==> config.mk <==
export PLATFORM = sky130hd
export DESIGN_NAME = irq_ctl_flat
export DESIGN_NICKNAME = d
export VERILOG_FILES = /design/src/rtl/irq_ctl_if.sv /design/src/rtl/irq_ctl.sv /design/src/flat_wrapper.sv
export SDC_FILE = /design/constraint.sdc
export NUM_CORES = 1
export LEC_CHECK = 0
export ABC_CLOCK_PERIOD_IN_PS = 2210
export CAP_MARGIN = 20
export CORE_MARGIN = 3
export CORE_UTILIZATION = 30
export CTS_CLUSTER_DIAMETER = 80
export DETAILED_ROUTE_END_ITERATION = 8
export PLACE_DENSITY = 0.75
export SYNTH_ARGS = -nofsm -noshare
export SYNTH_HDL_FRONTEND = slang
export SYNTH_SLANG_ARGS = --single-unit
export TNS_END_PERCENT = 20
==> constraint.sdc <==
create_clock -name clk -period 2.21 [get_ports clk]
set_input_delay 0.442 -clock clk [delete_from_list [all_inputs] [get_ports clk]]
set_output_delay 0.442 -clock clk [all_outputs]
set_load 0.01 [all_outputs]
==> src/rtl/irq_ctl_if.sv <==
// CPU data-bus view of the interrupt controller register block.
// The CPU side drives address/data/strobes; the controller returns the address hit and read data.
interface irq_ctl_if;
  logic [31:0] memAddr;
  logic [31:0] memWriteData;
  logic        MemRead;
  logic        MemWrite;
  logic        sel;
  logic [31:0] rdata;

  modport master (output memAddr, memWriteData, MemRead, MemWrite, input sel, rdata);
  modport slave  (input memAddr, memWriteData, MemRead, MemWrite, output sel, rdata);
endinterface

==> src/rtl/irq_ctl.sv <==
// Interrupt controller for the beta CPU: edge-latched pending bits, mask, fixed priority, EOI handshake.
// Optional macro IRQ_TIMER_EN adds a reloading down-counter as source index NSRC (TLOAD at offset 0x14).
module irq_ctl #(
  parameter int          NSRC      = 8,
  parameter logic [31:0] BASE_ADDR = 32'hFFFF_FF00
) (
  input  logic            clk,
  input  logic            reset,
  input  logic [NSRC-1:0] src,
  input  logic [31:0]     ia,
  irq_ctl_if.slave        bus,
  output logic            irq
);

`ifdef IRQ_TIMER_EN
  localparam int NW = NSRC + 1;
`else
  localparam int NW = NSRC;
`endif

  typedef enum logic [1:0] {IDLE = 2'd0, ASSERT = 2'd1, SERVICE = 2'd2} state_t;

  state_t          state, state_nx;
  logic [NW-1:0]   pending, mask, act, set_vec, w1c_clr, eoi_clr;
  logic [NSRC-1:0] src_q, rise;
  logic [3:0]      active_id;
  logic [4:0]      claim_id, eoi_id;
  logic            claim_valid, wr, eoi_wr, ack;
  logic [2:0]      offset;
  logic [31:0]     rdata_c;
  logic            unused_bits;

  assign bus.sel  = (bus.memAddr[31:5] == BASE_ADDR[31:5]);
  assign offset   = bus.memAddr[4:2];
  assign wr       = bus.MemWrite && bus.sel;
  assign eoi_wr   = wr && (offset == 3'd3);
  assign eoi_id   = bus.memWriteData[4:0];
  assign rise     = src & ~src_q;
  assign act      = pending & mask;
  assign irq      = (state == ASSERT);
  assign ack      = irq && !ia[31];

  assign unused_bits = ^{bus.memAddr[1:0], ia[30:0], bus.memWriteData[31:NW], claim_id[4]};

`ifdef IRQ_TIMER_EN
  logic [31:0] tload, tcnt;
  logic        tload_wr, timer_fire;

  assign tload_wr   = wr && (offset == 3'd5);
  assign timer_fire = !tload_wr && (tcnt == 32'd1);
  assign set_vec    = {timer_fire, rise};

  // Reload on the 1->0 step; a zero TLOAD reloads zero and the timer stays idle.
  always_ff @(posedge clk or posedge reset) begin
    if (reset) begin
      tload <= '0;
      tcnt  <= '0;
    end else if (tload_wr) begin
      tload <= bus.memWriteData;
      tcnt  <= bus.memWriteData;
    end else if (tcnt == 32'd1) begin
      tcnt <= tload;
    end else if (tcnt != 32'd0) begin
      tcnt <= tcnt - 32'd1;
    end
  end
`else
  assign set_vec = rise;
`endif

  always_comb begin
    claim_valid = 1'b0;
    claim_id    = '0;
    for (int i = NW - 1; i >= 0; i--) begin
      if (act[i]) begin
        claim_valid = 1'b1;
        claim_id    = 5'(i);
      end
    end
  end

  always_comb begin
    w1c_clr = '0;
    eoi_clr = '0;
    for (int i = 0; i < NW; i++) begin
      w1c_clr[i] = wr && (offset == 3'd0) && bus.memWriteData[i];
      eoi_clr[i] = eoi_wr && (eoi_id == 5'(i));
    end
  end

  // A new edge in the same cycle as a software clear keeps the bit pending.
  always_ff @(posedge clk or posedge reset) begin
    if (reset) begin
      pending   <= '0;
      mask      <= '0;
      src_q     <= '0;
      active_id <= '0;
    end else begin
      src_q   <= src;
      pending <= (pending & ~w1c_clr & ~eoi_clr) | set_vec;
      if (wr && (offset == 3'd1))
        mask <= bus.memWriteData[NW-1:0];
      if ((state == ASSERT) && ack)
        active_id <= claim_id[3:0];
    end
  end

  always_ff @(posedge clk or posedge reset) begin
    if (reset)
      state <= IDLE;
    else
      state <= state_nx;
  end

  always_comb begin
    state_nx = state;
    case (state)
      IDLE:    if (claim_valid) state_nx = ASSERT;
      ASSERT:  if (ack) state_nx = SERVICE;
               else if (!claim_valid) state_nx = IDLE;
      SERVICE: if (eoi_wr) state_nx = IDLE;
      default: state_nx = IDLE;
    endcase
  end

  always_comb begin
    rdata_c = '0;
    if (bus.sel && bus.MemRead) begin
      case (offset)
        3'd0: rdata_c = 32'(pending);
        3'd1: rdata_c = 32'(mask);
        3'd2: rdata_c = {claim_valid, 26'd0, claim_id};
        3'd4: rdata_c = {26'd0, state, active_id};
`ifdef IRQ_TIMER_EN
        3'd5: rdata_c = tload;
`endif
        default: rdata_c = '0;
      endcase
    end
  end

  assign bus.rdata = rdata_c;

endmodule

==> src/flat_wrapper.sv <==
// flat-port wrapper written by rule: the top's interface ports become plain ports
module irq_ctl_flat 
#(
  parameter int          NSRC      = 8,
  parameter logic [31:0] BASE_ADDR = 32'hFFFF_FF00
)
  (clk, reset, src, ia, irq, bus_memAddr, bus_memWriteData, bus_MemRead, bus_MemWrite, bus_sel, bus_rdata);
  irq_ctl_if bus_i ();
  input  logic clk;
  input  logic reset;
  input  logic [NSRC-1:0] src;
  input  logic [31:0] ia;
  output logic irq;
  input wire logic [$bits(bus_i.memAddr)-1:0] bus_memAddr;
  input wire logic [$bits(bus_i.memWriteData)-1:0] bus_memWriteData;
  input wire logic [$bits(bus_i.MemRead)-1:0] bus_MemRead;
  input wire logic [$bits(bus_i.MemWrite)-1:0] bus_MemWrite;
  output wire logic [$bits(bus_i.sel)-1:0] bus_sel;
  output wire logic [$bits(bus_i.rdata)-1:0] bus_rdata;
  assign bus_i.memAddr = bus_memAddr;
  assign bus_i.memWriteData = bus_memWriteData;
  assign bus_i.MemRead = bus_MemRead;
  assign bus_i.MemWrite = bus_MemWrite;
  assign bus_sel = bus_i.sel;
  assign bus_rdata = bus_i.rdata;
  irq_ctl #(.NSRC(NSRC), .BASE_ADDR(BASE_ADDR)) u_core (.clk(clk), .reset(reset), .src(src), .ia(ia), .bus(bus_i), .irq(irq));
endmodule
==> metrics.txt, run 1 <==
DRC violations left=0; area added between synthesis and finish=59.0%; GRT Overall Usage=0.160; Worst setup SP type=input port; total gr overflow=0; kind of critical path=in -> out; r2r startpoint=u_core.pending[6]; 1st-pass router iterations=4; synth warn=0; fill cell instance count of the final layout=566; share of power burned in the clock network=0.366; Final Hold Fails=0; post-synthesis compound-gate area fraction=0.139; CTS Hold Bufs=0; register clock-pin slew on the reported worst setup and hold paths=~60 ps; mux contribution to synthesized area=0.0874; cell-by-cell listing of the critical path=buf_6, or4b_4, nor4_4, o2111ai_4, buf_6, buf_8, nor3_4, buf_2; synthesized area per cell=approximately 9.6 µm²; critical-path maximum fanout=5; final weighted congestion in routability-driven placement=between 0.8 and 0.9; die span in x=84.2 µm; number of storage elements in the synthesis netlist=29; share of layout cells above drive strength 1=0.309; area share of xor/xnor cells in the synthesized design=0; boundary pin count=about 140; wire length per cell=~15 µm; instance count of the mapped netlist=around 190; Post-Place Cell Area=between 2000 and 3000 µm²; clock tree skew after final layout=8.71 ps; CTS Root Buffer Type=sky130_fd_sc_hd__clkbuf_8; power spent charging and discharging nets=approximately 0.00031 W; TritonCTS clock tree=built; Max-Cap Viols=0; Hold Path End=u_core.active_id[0]; n_diodes=0; achievable clock frequency=approximately 390 MHz; number of antenna violations at the first check in global routing=0; finished layout cell area=between 2000 and 3000 µm²; number of port buffers=61; Longest Clk Path Bufs=2; capturing point of the worst reg2reg path=u_core.active_id[0]; placeable core region=about 5700 µm²; Worst path most repeated cell=sky130_fd_sc_hd__buf_6; total clock buffers created by CTS=5; effective utilization at floorplan=0.321; source-to-sink clock delay at the later pin of the worst-skew pair=290 ps; setup repair after global routing missed its margin=yes; static leakage=~1.3 nW; number of levels the H-tree was split into=2; synthesized-area fraction occupied by and/or/nand/nor cells=0.261; vertical die dimension=about 84 µm; number of clock sinks seen by CTS=29; Power Internal=0.000865 W; Hold WS=484 ps; maximum vdd ir drop=~0.00020 V; commonest cells after routing, fill and taps aside=sky130_fd_sc_hd__buf_4 (37), sky130_fd_sc_hd__clkdlybuf4s50_1 (31), sky130_fd_sc_hd__dfrtp_1 (29); Cell variety after synth=42; final slew viol count=0; result of the run=finished with violations; Worst path top cell family by delay=simple AND/OR/NAND/NOR gates; sequential power share=0.461; sequential share of the synthesized area=0.396; Register-to-Register Path Depth=4; number of DRC markers in iteration 0=between 100 and 150; Reg2Reg Setup Slack=around 850 ps; Largest stage delay, worst path=between 500 and 600 ps; Min-Delay Startpoint=u_core.active_id[0]; area share of fa/ha/maj cells after synthesis=0; vias per cell=approximately 5.0; data arrival at the endpoint of the critical path=about 2100 ps; worst setup margin=-342 ps; post-synthesis cell area=1830 µm²; wire length reported by the detailed router=approximately 5500 µm; Post-synth EDFFs=0; Hold Path Stages=2; endpoints failing setup=14; Final #Nets=about 400; crit end category=output pin; via count of the first global-routing pass=approximately 1900; final worst path period need=between 2000 and 3000 ps; path category of the worst min-delay check=reg -> reg; number of routed nets with antenna violations=0; power density relative to cell area=403 nW/µm²; die area=between 7000 and 8000 µm²; largest net degree at the start of global routing=30; Worst Path Buf+Inv=4; share of total power consumed by net switching=0.264; combinational family with the most area after synthesis=simple AND/OR/NAND/NOR gates; Max stage delay cell, worst path=sky130_fd_sc_hd__or4b_4; vias=around 1800; required time reported for the critical path endpoint=around 1800 ps; combinational power share=0.173; wire length of the first global-routing pass=around 8900 µm; commonest non-fill, non-tap cell in the layout=sky130_fd_sc_hd__buf_4; main flop type after synthesis=sky130_fd_sc_hd__dfrtp_1; post-detail-place hpwl=approximately 4500 µm; asr flop ratio synth=1.00; number of core rows=27; violations in the final reports=negative setup slack; Tcrit/Tclk final=1.15
## worst max-delay path by stage
stage               cells past startpoint      endpoint            start
floorplan                               4  bus_rdata[0]   bus_memAddr[6]
CTS                                     8  bus_rdata[5]   bus_memAddr[7]
global placement                        7  bus_rdata[3]   bus_memAddr[6]
detailed placement                      7  bus_rdata[5]   bus_memAddr[6]
finish                                  8  bus_rdata[5]   bus_memAddr[7]
global route                            9  bus_rdata[5]  bus_memAddr[23]
## power by group through the flow
stage / Combinational [W] / Clock, W / Sequential (W)
finish: 0.000203 / 0.000430 / 0.000542
global route: 0.000220 / 0.000473 / 0.000542
CTS: 0.000204 / 0.000444 / 0.000542
detailed placement: 0.000211 / 0 / 0.000552
global placement: 0.000208 / 0 / 0.000552
floorplan: 0.000101 / 0 / 0.000551
## kinds of logic (layout without fill, tap and decap cells)
family,count (synthesis),in the layout
AND/OR/NAND/NOR,79,79
AO/OA/AOI/OAI,34,34
buffers and inverters,33,118
flip-flops,29,29
multiplexers,15,15
other,1,23
## tightest hold or removal path, cell delays in order (launching register included)
cell	delay, ps
sky130_fd_sc_hd__dfrtp_1	340
sky130_fd_sc_hd__nand2_1	50
sky130_fd_sc_hd__o21ai_0	60
## layout make-up
cell class / count / area, µm² / share of cell area
multi-input combinational: 151 / 1090 / 0.374
timing repair buffer: 104 / 898 / 0.308
sequential: 29 / 726 / 0.249
tap: 72 / 90.1 / 0.0309
clock buffer: 5 / 68.8 / 0.0236
inverter: 6 / 22.5 / 0.00773
clock inverter: 3 / 17.5 / 0.00601
## per-layer routing
| layer | global-route usage | part of all wire |
|---|---|---|
| met1 | 0.193 | 0.42 |
| met2 | 0.263 | 0.48 |
| met3 | 0.0540 | 0.082 |
| met4 | 0.0629 | 0.018 |
| met5 | 0 | 0 |
## through the flow
stage | power [W] | setup TNS, ps | cells | setup slack, ps | util
after floorplan | 0.000652 | -986 | 213 | -125 | -
after global placement | 0.000760 | -17210 | 358 | -1010 | 0.492
after detailed placement | 0.000764 | -18120 | 358 | -1060 | 0.492
after CTS | 0.00119 | -4610 | 369 | -530 | 0.503
after global routing | 0.00124 | -4160 | 370 | -457 | 0.510
final | 0.00118 | -2920 | 370 | -342 | 0.510
## state kept, by name, indices dropped and copies added (netlist names)
| signal | count |
|---|---|
| u_core.state | 2 |
| u_core.pending | 8 |
| u_core.active_id | 3 |
| u_core.mask | 8 |
| u_core.src_q | 8 |
## repair_timing
action                                  4_1_cts  5_1_grt
pin swaps                                    10       10
gates resized for setup                      69       15
endpoints found under the setup margin       26       22
setup buffers                                 3        3
cloned                                        0        0
## Yosys cell counts, types with 2 or more instances
| cell type | number | area, µm² |
|---|---|---|
| sky130_fd_sc_hd__nor2_1 | 10 | 37.5 |
| sky130_fd_sc_hd__mux2i_1 | 7 | 70.1 |
| sky130_fd_sc_hd__buf_4 | 23 | 173 |
| sky130_fd_sc_hd__buf_1 | 2 | 7.51 |
| sky130_fd_sc_hd__nor4_1 | 4 | 25.0 |
| sky130_fd_sc_hd__nand2b_1 | 2 | 12.5 |
| sky130_fd_sc_hd__or3_1 | 2 | 12.5 |
| sky130_fd_sc_hd__nand4b_1 | 2 | 17.5 |
| sky130_fd_sc_hd__o2bb2ai_1 | 2 | 17.5 |
| sky130_fd_sc_hd__dfrtp_1 | 29 | 726 |
| sky130_fd_sc_hd__nor2b_1 | 7 | 43.8 |
| sky130_fd_sc_hd__a22oi_1 | 3 | 22.5 |
| sky130_fd_sc_hd__a22o_1 | 2 | 17.5 |
| sky130_fd_sc_hd__a32o_1 | 5 | 50.1 |
| sky130_fd_sc_hd__nand3b_1 | 2 | 15.0 |
| sky130_fd_sc_hd__o21ai_0 | 5 | 25.0 |
| sky130_fd_sc_hd__clkbuf_1 | 2 | 7.51 |
| sky130_fd_sc_hd__mux2_2 | 8 | 90.1 |
| sky130_fd_sc_hd__nand4_1 | 9 | 56.3 |
| sky130_fd_sc_hd__inv_1 | 6 | 22.5 |
| sky130_fd_sc_hd__nand3_1 | 12 | 60.1 |
| sky130_fd_sc_hd__or4_1 | 4 | 30.0 |
| sky130_fd_sc_hd__nand2_1 | 11 | 41.3 |
| sky130_fd_sc_hd__a31o_1 | 4 | 35.0 |
| sky130_fd_sc_hd__a21oi_1 | 6 | 30.0 |
| sky130_fd_sc_hd__and4b_1 | 2 | 20.0 |
| sky130_fd_sc_hd__nor3_1 | 5 | 25.0 |
(Power assumes the default switching activity.)
==> inputs of run 2 (changes only) <==
--- a/config.mk
+++ b/config.mk
@@ -12,6 +12,7 @@
 export CTS_CLUSTER_DIAMETER = 80
 export DETAILED_ROUTE_END_ITERATION = 8
 export PLACE_DENSITY = 0.75
+export RECOVER_POWER = 50
 export SYNTH_ARGS = -nofsm -noshare
 export SYNTH_HDL_FRONTEND = slang
 export SYNTH_SLANG_ARGS = --single-unit
==> run 2 against run 1 <==
Flip-flop and latch count stayed put. First-iteration DRC count is 7.9% lower. Final cell count stayed put. Combinational power is 2% lower. Count of clock-buffer cells in the layout stayed put. The run still ends with negative setup slack left. Die area stayed put. Via count stayed put. Total power is 0.33% lower.
==> metrics.txt, run 2 (synthesis gave the netlist of run 1 again) <==
Final Hold Fails=0 (unchanged); power after layout=0.00117 W (-0.33%); Tcrit/Tclk final=1.15 (about the same); result of the run=finished with violations; largest net degree at the start of global routing=30 (unchanged); Max-Cap Viols=0 (unchanged); source-to-sink clock delay at the later pin of the worst-skew pair=290 ps (about the same); number of levels the H-tree was split into=2 (unchanged); endpoints failing setup=14 (unchanged); fin util=0.510 (about the same); data arrival at the endpoint of the critical path=2110 ps (about the same); register clock-pin slew on the reported worst setup and hold paths=60 ps (about the same); number of antenna violations at the first check in global routing=0 (unchanged); final weighted congestion in routability-driven placement=0.846 (unchanged); total clock buffers created by CTS=5 (unchanged); total gr overflow=0 (unchanged); crit end category=output pin; fill cell instance count of the final layout=567 (+0.18%); Min-Delay Startpoint=u_core.active_id[0]; capturing point of the worst reg2reg path=u_core.active_id[0]; kind of critical path=in -> out; share of layout cells above drive strength 1=0.309 (unchanged); registers with the most flip-flops=u_core.mask (8), u_core.pending (8), u_core.src_q (8); finished layout cell area=2910 µm² (about the same); Hold WS=484 ps (unchanged); number of DRC markers in iteration 0=105 (-7.9%); number of port buffers=61 (unchanged); wire length of the first global-routing pass=8910 µm (unchanged); static leakage=1.31 nW (+0.13%); post-detail-place hpwl=4490 µm (unchanged); cell-by-cell listing of the critical path=buf_6, or4b_4, nor4_4, o2111ai_4, buf_6, buf_8, nor3_4, buf_2; maximum vdd ir drop=0.000196 V (-0.12%); Tightest Pin Transition=approximately 700 ps; vertical die dimension=84.2 µm (unchanged); Total Negative Setup Slacks=-2920 ps (-1.51 ps); die area=7080 µm² (unchanged); final slew viol count=0 (unchanged); vias per cell=4.95 (unchanged); Post-Place Cell Area=2810 µm² (unchanged); Register-to-Register Path Depth=4 (unchanged); placeable core region=5710 µm² (unchanged); GRT Overall Usage=0.160 (unchanged); CTS Root Buffer Type=sky130_fd_sc_hd__clkbuf_8; path category of the worst min-delay check=reg -> reg; number of clock sinks seen by CTS=29 (unchanged); achievable clock frequency=392 MHz (about the same); required time reported for the critical path endpoint=1770 ps (about the same); boundary pin count=142 (unchanged); Final #Nets=405 (unchanged); Hold Path Stages=2 (unchanged); number of routed nets with antenna violations=0 (unchanged); setup repair after global routing missed its margin=yes; power density relative to cell area=402 nW/µm² (-0.24%); via count of the first global-routing pass=1850 (unchanged); DRC violations left=0 (unchanged); launching element of the worst setup path=bus_memAddr[7]; critical-path maximum fanout=5 (unchanged); violations in the final reports=negative setup slack; TritonCTS clock tree=built; wire length reported by the detailed router=5490 µm (unchanged); commonest non-fill, non-tap cell in the layout=sky130_fd_sc_hd__buf_4; Max stage delay cell, worst path=sky130_fd_sc_hd__or4b_4; Worst path top cell family by delay=simple AND/OR/NAND/NOR gates; number of core rows=27 (unchanged); die span in x=84.2 µm (unchanged); commonest cells after routing, fill and taps aside=sky130_fd_sc_hd__buf_4 (36), sky130_fd_sc_hd__dfrtp_1 (29), sky130_fd_sc_hd__conb_1 (23); final worst path period need=2550 ps (-0.103 ps); Worst Path Buf+Inv=4 (unchanged); Reg2Reg Setup Slack=840 ps (about the same); wire length per cell=14.8 µm (unchanged); worst setup margin=-342 ps (+0.103 ps); n_diodes=0 (unchanged); Worst path most repeated cell=sky130_fd_sc_hd__buf_6; effective utilization at floorplan=0.321 (unchanged); max-slew headroom at the worst pin=0.520; Longest Clk Path Bufs=2 (unchanged); CTS Hold Bufs=0 (unchanged); 1st-pass router iterations=4 (unchanged); area added between synthesis and finish=58.8% (about the same); Worst setup SP type=input port; Largest stage delay, worst path=540 ps (about the same); clock tree skew after final layout=8.56 ps (-0.150 ps); r2r startpoint=u_core.pending[6]; Hold Path End=u_core.active_id[0]; vias=1833 (unchanged)
-- run 2: changes by cell type in the layout (fill, tap and decap cells not counted) --
cell and change:
sky130_fd_sc_hd__dlygate4sd3_1 +9, sky130_fd_sc_hd__clkdlybuf4s50_1 -9, sky130_fd_sc_hd__clkbuf_2 +1, sky130_fd_sc_hd__buf_4 -1
-- run 2: routing by layer --
metal / GRT usage / up-vias / wire length, µm
met2: 0.263 / 81 / 2650
met4: 0.0629 / 0 / 99
met5: 0 / - / 0
met3: 0.0540 / 8 / 476
met1: 0.193 / 859 / 2270
li1: - / 885 / -
-- run 2: repair_timing --
action,4_1_cts,5_1_grt
endpoints found under the hold margin,0,0
resized for setup,69,15
endpoints found under the setup margin,26,22
pin swaps,10,10
buffers inserted,3,3
-- run 2: how the worst max path moves through the flow --
stage	slack, ps	cells past startpoint	end
6_report	-340	8	bus_rdata[5]
2_1_floorplan	-120	4	bus_rdata[0]
4_1_cts	-530	8	bus_rdata[5]
3_5_place_dp	-1060	7	bus_rdata[5]
3_3_place_gp	-1010	7	bus_rdata[3]
5_1_grt	-460	9	bus_rdata[5]
-- run 2: where the power goes --
group | switching, W | internal, W | total, W
Clock | 0.000213 | 0.000217 | 0.000430
Sequential | 0.00000317 | 0.000539 | 0.000542
Combinational | 0.0000935 | 0.000106 | 0.000199
-- run 2: metrics by stage --
step / setup slack, ps / cells
final: -342 / 370
after global routing: -457 / 370
after CTS: -530 / 369
after detailed placement: -1060 / 358
after global placement: -1010 / 358
after floorplan: -125 / 213
-- run 2: layout make-up --
cell class	instances	area (µm²)	share of cell area
multi-input combinational	151	1090	0.375
clock inverter	3	17.5	0.00602
clock buffer	5	68.8	0.0236
tap	72	90.1	0.0309
sequential	29	726	0.249
timing repair buffer	104	896	0.308
inverter	6	22.5	0.00774
-- run 2: worst reg2reg max path, delay by kind of cell (launching register included) --
family,cells,cell delay (ps)
AOI/OAI and AO/OA,3,770
DFF,1,410
and+or+nand+nor,1,70
==> inputs of run 3 (changes only) <==
--- a/config.mk
+++ b/config.mk
@@ -16,4 +16,4 @@
 export SYNTH_ARGS = -nofsm -noshare
 export SYNTH_HDL_FRONTEND = slang
 export SYNTH_SLANG_ARGS = --single-unit
-export TNS_END_PERCENT = 20
+export TNS_END_PERCENT = 1
==> run 3 against run 2 <==
Clock power is essentially flat. Fmax is essentially flat. Count of clock-buffer cells in the layout is the same. Design area is the same. Hold slack gained 1.1 ps. Global-route usage is essentially flat. The run still ends with negative setup slack left. Final cell count is the same. Critical path type unchanged.
==> metrics.txt, run 3 (synthesis gave the netlist of run 1 again) <==
result of the run=finished with violations; violations in the final reports=negative setup slack; number of levels the H-tree was split into=2 (unchanged); source-to-sink clock delay at the later pin of the worst-skew pair=290 ps (about the same); final worst path period need=2550 ps (-0.628 ps); final weighted congestion in routability-driven placement=0.846 (unchanged); Max-Cap Viols=0 (unchanged); Tightest Pin Transition=719 ps (-0.305 ps); wire length per cell=14.8 µm (unchanged); kind of critical path=in -> out; clock tree skew after final layout=8.70 ps (+0.142 ps); number of DRC markers in iteration 0=101 (-3.8%); Largest stage delay, worst path=540 ps (about the same); Min-Delay Startpoint=u_core.active_id[0]; setup repair after global routing missed its margin=yes; CTS Hold Bufs=0 (unchanged); Post-Place Cell Area=2810 µm² (unchanged); total gr overflow=0 (unchanged); via count of the first global-routing pass=1846 (-0.22%); required time reported for the critical path endpoint=1770 ps (about the same); number of core rows=27 (unchanged); Reg2Reg Setup Slack=840 ps (about the same); cell-by-cell listing of the critical path=buf_6, or4b_4, nor4_4, o2111ai_4, buf_6, buf_8, nor3_4, buf_2; registers with the most flip-flops=u_core.mask (8), u_core.pending (8), u_core.src_q (8); CTS Root Buffer Type=sky130_fd_sc_hd__clkbuf_8; Final #Nets=405 (unchanged); area added between synthesis and finish=58.8% (unchanged); 1st-pass router iterations=4 (unchanged); die span in x=84.2 µm (unchanged); post-detail-place hpwl=4490 µm (unchanged); Register Area=726 µm² (unchanged); power density relative to cell area=402 nW/µm² (about the same); finished layout cell area=2910 µm² (unchanged); number of port buffers=61 (unchanged); Longest Clk Path Bufs=2 (unchanged); effective utilization at floorplan=0.321 (unchanged); GRT Overall Usage=0.160 (-0.000205); Hold Path End=u_core.active_id[0]; static leakage=1.31 nW (unchanged); Post-Place Cells=358 (unchanged); register clock-pin slew on the reported worst setup and hold paths=60 ps (about the same); commonest non-fill, non-tap cell in the layout=sky130_fd_sc_hd__buf_4; total clock buffers created by CTS=5 (unchanged); r2r startpoint=u_core.mask[5]; Total Negative Setup Slacks=-2920 ps (+3.29 ps); placeable core region=5710 µm² (unchanged); area occupied by multi-input gates=1090 µm² (unchanged); number of standard cells in the final layout excluding fillers=370 (unchanged); endpoints failing setup=14 (unchanged); crit end category=output pin; n_diodes=0 (unchanged); max-slew headroom at the worst pin=0.521 (about the same); boundary pin count=142 (unchanged); fill cell instance count of the final layout=567 (unchanged); path category of the worst min-delay check=reg -> reg; Worst path most repeated cell=sky130_fd_sc_hd__buf_6; die area=7080 µm² (unchanged); final slew viol count=0 (unchanged); number of routed nets with antenna violations=0 (unchanged); Tcrit/Tclk final=1.15 (about the same); Hold Path Stages=2 (unchanged); Worst setup SP type=input port; achievable clock frequency=392 MHz (about the same); critical-path maximum fanout=5 (unchanged); number of clock sinks seen by CTS=29 (unchanged); Register-to-Register Path Depth=4 (unchanged); commonest cells after routing, fill and taps aside=sky130_fd_sc_hd__buf_4 (36), sky130_fd_sc_hd__dfrtp_1 (29), sky130_fd_sc_hd__conb_1 (23); wire length reported by the detailed router=5490 µm (unchanged); capturing point of the worst reg2reg path=u_core.state[0]; vertical die dimension=84.2 µm (unchanged); fin util=0.510 (unchanged); vias=1834 (+0.055%); worst setup margin=-342 ps (+0.628 ps); vias per cell=4.96 (about the same); Max stage delay cell, worst path=sky130_fd_sc_hd__or4b_4; TritonCTS clock tree=built; Final Hold Fails=0 (unchanged); data arrival at the endpoint of the critical path=2110 ps (about the same); number of antenna violations at the first check in global routing=0 (unchanged); wire length of the first global-routing pass=8900 µm (-0.15%); share of layout cells above drive strength 1=0.309 (unchanged); largest net degree at the start of global routing=30 (unchanged); DRC violations left=0 (unchanged); maximum vdd ir drop=0.000195 V (-0.47%)
run 3: routing by layer:
layer	vias to the layer above	global-route usage	routed length (µm)
met5	-	0	0
met4	0	0.0629	97
met3	7	0.0540	442
met2	80	0.263	2650
met1	862	0.192	2310
li1	885	-	-
run 3: worst max-delay path by stage:
stage | startpoint | endpoint | slack [ps] | depth (start not counted)
final | bus_memAddr[7] | bus_rdata[5] | -340 | 8
after global placement | bus_memAddr[6] | bus_rdata[3] | -1010 | 7
after floorplan | bus_memAddr[6] | bus_rdata[0] | -120 | 4
after detailed placement | bus_memAddr[6] | bus_rdata[5] | -1060 | 7
after global routing | bus_memAddr[23] | bus_rdata[5] | -460 | 9
after CTS | bus_memAddr[7] | bus_rdata[5] | -530 | 8
run 3: layout make-up:
class / instances / area share
clock buffers: 5 / 0.0236
inverters: 6 / 0.00774
repair buffers: 104 / 0.308
clock inverters: 3 / 0.00602
multi-input cells: 151 / 0.375
flip-flops and latches: 29 / 0.249
well taps: 72 / 0.0309
run 3: critical path, delay by kind of cell:
family / cells / cell delay (ps)
and+or+nand+nor: 3 / 940
buffers and inverters: 4 / 530
AOI/OAI and AO/OA: 1 / 190
run 3: what timing repair did:
action | 4_1_cts | 5_1_grt
endpoints found under the setup margin | 26 | 22
buffers inserted | 2 | 4
hold endpoints to repair | 0 | 0
gates resized for setup | 68 | 15
pin swaps | 8 | 10
run 3: through the flow:
step	power (W)	worst slack [ps]	hold slack, ps
5_1_grt	0.00123	-456	541
6_report	0.00117	-342	485
3_5_place_dp	0.000764	-1060	472
4_1_cts	0.00119	-532	486
2_1_floorplan	0.000652	-125	450
3_3_place_gp	0.000760	-1010	463
run 3: power by group:
part / total, W / internal, W / switching, W
Clock: 0.000430 / 0.000217 / 0.000213
Sequential: 0.000542 / 0.000539 / 0.00000313
Combinational: 0.000200 / 0.000106 / 0.0000936
